==> src/rtl/usart_frame_tx_pkg.sv <==
// Shared constants and state encoding for the USART frame transmitter.
// Frames are a header byte, a data-byte count, then the big-endian payload.
package usart_frame_tx_pkg;

   localparam logic [7:0] HDR_FREQ = 8'h46;
   localparam logic [7:0] HDR_AMP  = 8'h4D;
   localparam logic [1:0] CNT_FREQ = 2'd3;
   localparam logic [1:0] CNT_AMP  = 2'd2;

   typedef enum logic [2:0] {
      ST_IDLE   = 3'd0,
      ST_HEADER = 3'd1,
      ST_COUNT  = 3'd2,
      ST_DATA   = 3'd3,
      ST_DONE   = 3'd4
   } state_t;

   // Left-align the 12-bit multiplier so its first data byte sits in [23:16].
   function automatic logic [23:0] amp_align(input logic [11:0] mult);
      return {4'h0, mult, 8'h00};
   endfunction

endpackage

==> src/rtl/usart_frame_tx_if.sv <==
// Byte stream toward a UART transmitter.
// Handshake: a byte transfers on every clock edge where tx_valid && tx_ready;
// once tx_valid is high, tx_data and tx_valid stay put until that transfer.
interface usart_frame_tx_if;

   logic [7:0] tx_data;
   logic       tx_valid;
   logic       tx_ready;

   modport master (output tx_data, output tx_valid, input tx_ready);
   modport slave  (input tx_data, input tx_valid, output tx_ready);

endinterface

==> src/rtl/usart_frame_tx.sv <==
// Frame builder: sends 'F' divider frames and 'M' multiplier frames as a byte
// stream; the payload is snapshotted on request so later input changes are harmless.
module usart_frame_tx
   import usart_frame_tx_pkg::*;
(
   input  logic             clk,
   input  logic             rst,
   input  logic             send_freq,
   input  logic             send_amp,
   input  logic [23:0]      div_in,
   input  logic [11:0]      mult_in,
   output logic             busy,
   output logic             done,
   output state_t           state,
   usart_frame_tx_if.master tx
);

   logic [23:0] snap;
   logic [1:0]  cnt;
   logic        is_freq;

   // All outputs are registered; tx_ready only steers next-state, never tx_valid directly.
   always_ff @(posedge clk) begin
      if (rst) begin
         state       <= ST_IDLE;
         tx.tx_valid <= 1'b0;
         tx.tx_data  <= 8'h00;
         busy        <= 1'b0;
         done        <= 1'b0;
         cnt         <= 2'd0;
         snap        <= 24'h0;
         is_freq     <= 1'b0;
      end else begin
         case (state)
            ST_IDLE: begin
               done <= 1'b0;
               if (send_freq) begin
                  snap        <= div_in;
                  is_freq     <= 1'b1;
                  tx.tx_data  <= HDR_FREQ;
                  tx.tx_valid <= 1'b1;
                  busy        <= 1'b1;
                  state       <= ST_HEADER;
               end else if (send_amp) begin
                  snap        <= amp_align(mult_in);
                  is_freq     <= 1'b0;
                  tx.tx_data  <= HDR_AMP;
                  tx.tx_valid <= 1'b1;
                  busy        <= 1'b1;
                  state       <= ST_HEADER;
               end
            end

            ST_HEADER: begin
               if (tx.tx_ready) begin
                  tx.tx_data <= {6'd0, (is_freq ? CNT_FREQ : CNT_AMP)};
                  state      <= ST_COUNT;
               end
            end

            ST_COUNT: begin
               if (tx.tx_ready) begin
                  cnt        <= is_freq ? CNT_FREQ : CNT_AMP;
                  tx.tx_data <= snap[23:16];
                  snap       <= snap << 8;
                  state      <= ST_DATA;
               end
            end

            ST_DATA: begin
               if (tx.tx_ready) begin
                  if (cnt == 2'd1) begin
                     cnt         <= 2'd0;
                     tx.tx_valid <= 1'b0;
                     tx.tx_data  <= 8'h00;
                     done        <= 1'b1;
                     state       <= ST_DONE;
                  end else begin
                     cnt        <= cnt - 2'd1;
                     tx.tx_data <= snap[23:16];
                     snap       <= snap << 8;
                  end
               end
            end

            ST_DONE: begin
               done  <= 1'b0;
               busy  <= 1'b0;
               state <= ST_IDLE;
            end

            default: begin
               tx.tx_valid <= 1'b0;
               busy        <= 1'b0;
               done        <= 1'b0;
               state       <= ST_IDLE;
            end
         endcase
      end
   end

endmodule

==> src/flat_wrapper.sv <==
// flat-port wrapper written by rule: the top's interface ports become plain ports
module usart_frame_tx_flat import usart_frame_tx_pkg::*;
  (clk, rst, send_freq, send_amp, div_in, mult_in, busy, done, state, tx_tx_data, tx_tx_valid, tx_tx_ready);
  usart_frame_tx_if tx_i ();
  input  logic clk;
  input  logic rst;
  input  logic send_freq;
  input  logic send_amp;
  input  logic [23:0] div_in;
  input  logic [11:0] mult_in;
  output logic busy;
  output logic done;
  output state_t state;
  output wire logic [$bits(tx_i.tx_data)-1:0] tx_tx_data;
  output wire logic [$bits(tx_i.tx_valid)-1:0] tx_tx_valid;
  input wire logic [$bits(tx_i.tx_ready)-1:0] tx_tx_ready;
  assign tx_tx_data = tx_i.tx_data;
  assign tx_tx_valid = tx_i.tx_valid;
  assign tx_i.tx_ready = tx_tx_ready;
  usart_frame_tx u_core (.clk(clk), .rst(rst), .send_freq(send_freq), .send_amp(send_amp), .div_in(div_in), .mult_in(mult_in), .busy(busy), .done(done), .state(state), .tx(tx_i));
endmodule
==> config.mk <==
export PLATFORM = sky130hd
export DESIGN_NAME = usart_frame_tx_flat
export DESIGN_NICKNAME = d
export VERILOG_FILES = /design/src/rtl/usart_frame_tx_pkg.sv /design/src/rtl/usart_frame_tx_if.sv /design/src/rtl/usart_frame_tx.sv /design/src/flat_wrapper.sv
export SDC_FILE = /design/constraint.sdc
export NUM_CORES = 1
export LEC_CHECK = 0
export ABC_AREA = 0
export CAP_MARGIN = 10
export CORE_MARGIN = 1
export CORE_UTILIZATION = 50
export CTS_BUF_LIST = sky130_fd_sc_hd__clkbuf_8
export DETAILED_ROUTE_END_ITERATION = 16
export GPL_TIMING_DRIVEN = 1
export PLACE_DENSITY = 0.82
export SYNTH_ARGS = -nofsm -noshare
export SYNTH_HDL_FRONTEND = slang
export SYNTH_SLANG_ARGS = --single-unit
==> constraint.sdc <==
create_clock -name clk -period 2.2 [get_ports clk]
set_input_delay 0.33 -clock clk [delete_from_list [all_inputs] [get_ports clk]]
set_output_delay 0.33 -clock clk [all_outputs]
set_load 0.02 [all_outputs]
==> results_dict.tcl <==
set metrics [dict create \
    power_density_nw_per_um2 718 \
    syn_area_per_cell_sq_um 8.54 \
    dieArea_sq_um 4460 \
    yosysMostFrequentCell "nand2_1" \
    slew_headroom 0.591 \
    drt_iter0_markers 212 \
    synth_common_cells "47 x nand2_1, 41 x dfxtp_1, 16 x nand3_1, 16 x nor2_1" \
    area_growth_pct 31.7 \
    utilization 0.687 \
    synth.mux.area_fraction 0.0572 \
    ys_seq_area_frac 0.391 \
    ys_ff_latch 41 \
    critPathMaxFanout 13 \
    crit_path_end_kind "primary output" \
    io_pins 55 \
    skew_ns 0.00447 \
    cap_violations 0 \
    synth.area.top_cells "dfxtp_1 39%, nand2_1 8.4%, mux2i_1 5.7%" \
    route.detailed.drc 0 \
    synth-simple-area-share 0.257 \
    ant_nets 0 \
    min_period_ns 2.05 \
    num_vias 1880 \
    required_ns 1.87 \
    diodes 0 \
    htree_levels 2 \
    worst_slack_ns 0.147 \
    track_usage 0.231 \
    die_w_um 66.8 \
    clkTransAtPathRegs_ns 0.07 \
    synthAdderAreaFrac 0.00596 \
    viasPerCell 5.43 \
    critPathArrivalTime_ns 1.72 \
    ys.warnings.count 0 \
    cts_setup_buffers 0 \
    grt_pass1_wl_mm 7.78 \
    antenna_found_initial 0 \
    syn_area_sq_um 2100 \
    hold_class "reg -> reg" \
    ctsRootBufferMaster "clkbuf_8" \
    clockBufferDepth 2 \
    rsz0062_at_grt "no" \
    synth_top_area_cell "dfxtp_1" \
    status "finished, final reports clean" \
    synth_xor_xnor_area_share 0 \
    holdWs_ns 0.454 \
    fin_crit_sh 0.933 \
    core_sq_um 4030 \
    gr-total-overflow 0 \
    crit_start "u_core.state[1]$_SDFFE_PP0P_" \
    synth_compound_area_frac 0.232 \
    worstMarginPinSlew_ns 0.614 \
    setup_viol 0 \
    yosysTopAreaCellShare 0.391 \
    synth_top_family_by_area "simple AND/OR/NAND/NOR gates" \
    gp_congestion 0.854 \
    cts_tree "built" \
    fmax_mhz 487 \
    syn_inst 246 \
    layout-drive-gt1-share 0.132 \
    ys.flop_type "dfxtp_1" \
    wl_per_cell_um 12.8 \
    syn-num-nets 288 \
    nNetsFinal 338 \
    firstDrtPassIters 6 \
    crit_path_start_kind "flop" \
    min_from "u_core.tx.tx_data[4]$_SDFFE_PP0P_" \
    ys_async_sr_fraction 0 \
    cts_buffers 5 \
    cts_resized 0 \
    grt_pass1_vias 1755 \
    fp-row-count 23 \
    dp_slack_ns 0.00351 \
    crit_type "reg -> out" \
    r2r-start "u_core.state[1]$_SDFFE_PP0P_" \
    routed_wirelength_mm 4.44 \
    grt_max_degree 29 \
    die-height_um 66.8 \
    start_util 0.521 \
    hold_viol 0 \
    cts_hold_buffers 0 \
    tns_ns 0 \
    clock_sinks 41 \
    hpwl_mm 3.16 \
    drv_slew 0 \
    synth_edf_count 0 \
    power_leakage_nw 1.07 \
    clk_latency_ns 0.30 \
    ys_types 42 \
    irDropWorstVdd_uv 358 \
    portBuffers 54 \
]
## cells by family (layout without fill, tap and decap cells)
kind of cell / after synthesis / in the layout
compound gates: 56 / 56
fa+ha+maj: 1 / 1
buf+inv: 26 / 76
flops: 41 / 41
mux: 12 / 12
simple gates: 110 / 110
## per-stage QoR
step	total power [mW]	std cells	cell area (sq um)
after CTS	2.01	346	2770
final	1.99	346	2770
after detailed placement	1.54	339	2690
after global routing	2.12	346	2770
after floorplan	1.34	246	2100
after global placement	1.53	339	2690
## final cells by class
cell class              instances  area, sq um
well taps                      50         62.6
inverters                       3         11.3
repair buffers                 66          631
flip-flops and latches         41          821
fillers                       333         1260
multi-input cells             179         1160
clock buffers                   5         68.8
clock inverters                 2         12.5
## report_power, final
group          switching [mW]  internal, mW  total, mW
clock                   0.250         0.215      0.465
combinational           0.328         0.295      0.623
sequential             0.0648         0.834      0.899
## placed cells by master, fill, tap and decap left out, types with 4 or more instances in the layout
cell type,n
dfxtp_1,41
clkdlybuf4s50_1,54
o211ai_1,4
a21oi_2,8
nand3b_1,9
nor3_1,8
clkbuf_8,5
mux2i_1,12
nor2_1,16
a211oi_1,5
nand3_1,16
buf_4,12
nand2_1,47
nor3b_1,4
a21oi_1,12
inv_1,4
a311oi_1,4
o211ai_2,8
## worst max-delay path: stages (launching register included)
cell             delay [ns]
dfxtp_1                0.62
buf_4                  0.21
clkdlybuf4s50_1        0.59
## registers in the layout, summed over array words and instances, names as in the netlist
signal,count
u_core.busy,1
u_core.tx.tx_data,8
u_core.snap,24
u_core.done,1
u_core.state,3
u_core.cnt,2
u_core.is_freq,1
u_core.tx.tx_valid,1
## final timing paths
kind | to | slack [ns] | cells after the start
min reg2reg | u_core.tx.tx_data[4]$_SDFFE_PP0P_ | 0.45 | 2
max reg2reg | u_core.snap[13]$_SDFFE_PP0P_ | 0.24 | 4
max | state[1] | 0.15 | 2
min | u_core.tx.tx_data[4]$_SDFFE_PP0P_ | 0.45 | 2
## layer usage
| metal | global-route usage | wire (um) | share of wire |
|---|---|---|---|
| met5 | 0 | 0 | 0 |
| met4 | 0.0957 | 92 | 0.021 |
| met3 | 0.0599 | 268 | 0.060 |
| met2 | 0.372 | 2030 | 0.46 |
| met1 | 0.289 | 2050 | 0.46 |
(Power assumes the default switching activity.)
